$ cat config.mk
export PLATFORM = sky130hd
export DESIGN_NAME = uart_tx_frame
export DESIGN_NICKNAME = d
export VERILOG_FILES = /design/src/rtl/uart_tx_frame.sv
export SDC_FILE = /design/constraint.sdc
export NUM_CORES = 1
export LEC_CHECK = 0
export CAP_MARGIN = 15
export CORE_MARGIN = 2
export CORE_UTILIZATION = 40
export CTS_CLUSTER_SIZE = 25
export DETAILED_ROUTE_END_ITERATION = 6
export PLACE_DENSITY = 0.68
export SETUP_SLACK_MARGIN = 0.2
export SLEW_MARGIN = 20
export SYNTH_ARGS = -nofsm -noshare
export SYNTH_HDL_FRONTEND = slang
export SYNTH_SLANG_ARGS = --single-unit
$ cat constraint.sdc
create_clock -name clk -period 2.3 [get_ports clk]
set_clock_uncertainty 0.05 [all_clocks]
set_input_delay 0.345 -clock clk [delete_from_list [all_inputs] [get_ports clk]]
set_output_delay 0.345 -clock clk [all_outputs]
set_load 0.02 [all_outputs]
$ cat src/rtl/uart_tx_frame.sv
// UART transmit serializer: start bit, DATA_WIDTH data bits LSB first,
// optional parity bit, stop bit. One bit per clk (baud) cycle.
// tx_out and busy are registered; they are loaded from the next-state
// decode so each bit appears on the edge that enters its state.
//
// state  | meaning
// -------+---------------------------------------------
// IDLE   | line high, waiting for data_valid
// START  | driving the start bit (0)
// DATA   | driving data bits, LSB first
// PARITY | driving the parity bit (only when par_en latched)
// STOP   | driving the stop bit (1), busy still high
module uart_tx_frame #(
  parameter int DATA_WIDTH = 8
) (
  input  logic                  clk,
  input  logic                  reset,
  input  logic [DATA_WIDTH-1:0] p_data,
  input  logic                  data_valid,
  input  logic                  par_en,
  input  logic                  par_typ,
  output logic                  tx_out,
  output logic                  busy
);

  localparam int CNT_W = $clog2(DATA_WIDTH);
  localparam logic [CNT_W-1:0] CNT_LAST = CNT_W'(DATA_WIDTH - 1);

  typedef enum logic [2:0] {
    S_IDLE   = 3'd0,
    S_START  = 3'd1,
    S_DATA   = 3'd2,
    S_PARITY = 3'd3,
    S_STOP   = 3'd4
  } state_t;

  state_t                state, state_nxt;
  logic [DATA_WIDTH-1:0] shift_q;
  logic [CNT_W-1:0]      cnt_q;
  logic                  par_en_q;
  logic                  par_bit_q;
  logic                  tx_nxt;
  logic                  busy_nxt;
  logic                  accept;

  assign accept = (state == S_IDLE) && data_valid;

  // State register
  always_ff @(posedge clk or negedge reset) begin
    if (!reset) begin
      state <= S_IDLE;
    end else begin
      state <= state_nxt;
    end
  end

  // Next-state decode; any unused encoding falls back to IDLE
  always_comb begin
    state_nxt = state;
    case (state)
      S_IDLE:   if (data_valid) state_nxt = S_START;
      S_START:  state_nxt = S_DATA;
      S_DATA:   if (cnt_q == CNT_LAST) state_nxt = par_en_q ? S_PARITY : S_STOP;
      S_PARITY: state_nxt = S_STOP;
      S_STOP:   state_nxt = S_IDLE;
      default:  state_nxt = S_IDLE;
    endcase
  end

  // Output decode: value the line must carry once the next state is entered
  always_comb begin
    tx_nxt   = 1'b1;
    busy_nxt = 1'b1;
    case (state_nxt)
      S_IDLE:   busy_nxt = 1'b0;
      S_START:  tx_nxt   = 1'b0;
      S_DATA:   tx_nxt   = shift_q[0];
      S_PARITY: tx_nxt   = par_bit_q;
      S_STOP:   tx_nxt   = 1'b1;
      default: begin
        tx_nxt   = 1'b1;
        busy_nxt = 1'b0;
      end
    endcase
  end

  // Output registers, frame latches, shift register and bit counter
  always_ff @(posedge clk or negedge reset) begin
    if (!reset) begin
      tx_out    <= 1'b1;
      busy      <= 1'b0;
      shift_q   <= '0;
      cnt_q     <= '0;
      par_en_q  <= 1'b0;
      par_bit_q <= 1'b0;
    end else begin
      tx_out <= tx_nxt;
      busy   <= busy_nxt;
      if (accept) begin
        shift_q   <= p_data;
        par_en_q  <= par_en;
        // even parity = XOR of data, odd parity = XNOR
        par_bit_q <= (^p_data) ^ par_typ;
      end else if (state_nxt == S_DATA) begin
        // tx_nxt already took bit 0, so expose the next bit
        shift_q <= shift_q >> 1;
      end
      // counter only runs inside DATA and is parked at 0 elsewhere
      if (state == S_DATA && state_nxt == S_DATA) begin
        cnt_q <= cnt_q + 1'b1;
      end else begin
        cnt_q <= '0;
      end
    end
  end

endmodule

==> impl_metrics.toml <==
[setup_path]
path_max_fanout = 14
r2r_slack_ps = 350
critPathKind = "reg2reg"
start_kind = "flop"
crit_arrival_ps = 2120
worstSetupEndpointType = "flop"
cp.required_ps = 2470

[logic_synthesis]
yosysWarningCount = 0
ys.flop_type = "dfrtp_1"
synth_seq_cells = 18
netlist_area_sq_um = 925
yosys.area.top_type = "dfrtp_1"
seq_area_frac_synth = 0.488
synth.top_cell.area_share = 0.460
synth_edf_count = 0
yosysUniqueCellTypes = 30
ys_async_sr_fraction = 1.00
synth_nets = 94
synthTopCellsByArea = "dfrtp_1 (46%), mux2i_1 (7.6%), xnor2_1 (4.7%), a21oi_2 (3.8%), a21oi_1 (3.2%)"
avgSynthCellArea_sq_um = 11.7
postSynthCellCount = 79

[sta]
fin_crit_ps = 1950
tns_ps = 0
finalHoldViolCount = 0
holdWs_ps = 322
rsz0062_at_grt = "no"
fin_crit_sh = 0.849
relSlewSlack = 0.723
setup_viol = 0
worst_slew_pin_slew_ps = 414
finalMaxSlewViolations = 0
fmax_mhz = 512

[global_route]
grt-ovfl-total = 0
grt_max_degree = 19
antenna_found_initial = 0
grt_usage = 0.145
grt_pass1_vias = 628
grt_pass1_wl_mm = 2.75

[worst_hold_path]
hp-class = "in2async"

[route]
drt_first_pass_iters = 4
drt_wl_total_mm = 1.54
wl_per_cell_um = 12.4
drcViolationCount = 0
antenna_left = 0
vias = 622
first_iter_violations = 4
vias_per_cell = 5.02

[cells_and_area]
final_util = 0.512
final_cells = 124
final_common_cell = "dfrtp_1"
fin_nets = 112
mostFrequentLayoutCells = "dfrtp_1 (17), clkdlybuf4s50_1 (14), nor2_1 (8)"
drive_above_1_share = 0.177
antenna_cells = 0
syn_to_final_growth_pct = 21.2

[floorplan]
fp-row-count = 17
die_w_um = 52.1
initial_core_util = 0.422
ios = 15
core_area_sq_um = 2190
die_height_um = 52.1
die_area_sq_um = 2710

[flow_run]
drv_cap = 0

[placement]
io_buffers = 14
dp_hpwl_mm = 1.16
dpl.cell_count = 120
place.gp.congestion = 0.717

[cts]
cts_tree = "built"
cts.sinks = 18
cts_resized = 0
insertion_delay_ps = 290
cts-buffers-inserted = 3
path_clk_slew_ps = 100
postCtsSetupBuffers = 0
cts_hold_buf = 0
cts_buffer_depth = 2
cts_max_level = 1
clk_root_buffer_cell = "clkbuf_4"

[power_and_ir_drop]
vdd_ir_drop_max_mv = 0.476
total_power_w = 0.00131
leakage_nw = 0.469
cellPowerDensity_nw_per_um2 = 1170

[run_status]
outcome = "complete, no violations"
==> cell families (layout without fill, tap and decap cells) <==
family,after synthesis,in the layout,share of synthesized area
AND/OR/NAND/NOR,24,24,0.143
flip-flops,18,18,0.489
AO/OA/AOI/OAI,15,15,0.123
multiplexers,9,9,0.100
XOR/XNOR,7,7,0.0812
buffers and inverters,4,21,0.0365
adder cells (fa/ha/maj),2,2,0.0271
==> per-layer routing <==
layer / GRT usage / up-vias / wire [um]
li1: - / 308 / -
met1: 0.175 / 298 / 681
met4: 0.0921 / 0 / 40
met5: 0 / - / 0
met2: 0.236 / 12 / 761
met3: 0.0259 / 4 / 57
==> metrics by stage <==
| stage | area (sq um) | worst slack [ps] |
|---|---|---|
| floorplan | 925 | 551 |
| detailed placement | 1080 | 323 |
| finish | 1120 | 348 |
| global route | 1120 | 206 |
| global placement | 1080 | 365 |
| CTS | 1120 | 318 |
==> area by class of cell <==
cell class / instances / area (sq um)
Fill cell: 217 / 1070
Sequential cell: 18 / 452
Multi-Input combinational cell: 57 / 439
Timing Repair Buffer: 16 / 155
Clock buffer: 4 / 36.3
Tap cell: 28 / 35.0
Inverter: 1 / 3.75
==> power by group <==
group	switching [W]	total, W	internal, W	leakage (nW)
Sequential	0.0000915	0.000549	0.000458	0.215
Combinational	0.000284	0.000569	0.000285	0.234
Clock	0.0000973	0.000194	0.0000964	0.0210
Total	0.000473	0.00131	0.000839	0.469
==> Yosys cell counts, drive strengths merged, types with 2 or more instances <==
library cell  number
nor4               2
and2               2
buf                3
or3b               2
xnor2              5
a21oi             11
nor2               8
ha                 2
dfrtp             17
nand2b             3
mux2               2
nor3               2
mux2i              7
==> flip-flops by register name, summed over array words and instances (netlist names) <==
name       flops
par_bit_q      1
busy           1
par_en_q       1
shift_q        8
cnt_q          3
state          3
tx_out         1
==> path summary, 6_finish.rpt <==
path,to,cells past startpoint,startpoint
max in group asynchronous,tx_out,2,reset
hold / removal,par_en_q,2,reset
min in group clk,cnt_q[0],1,cnt_q[0]
hold reg to reg,cnt_q[0],1,cnt_q[0]
setup reg to reg,shift_q[3],6,cnt_q[0]
setup / recovery,shift_q[3],6,cnt_q[0]
==> critical path: stages (launching register included) <==
cell and delay, ps:
dfrtp_1 400, ha_1 200, ha_1 230, or3b_4 420, a21oi_4 370, nor2_1 90, a21oi_1 130
Note: power is estimated with default switching activity, not from simulation.
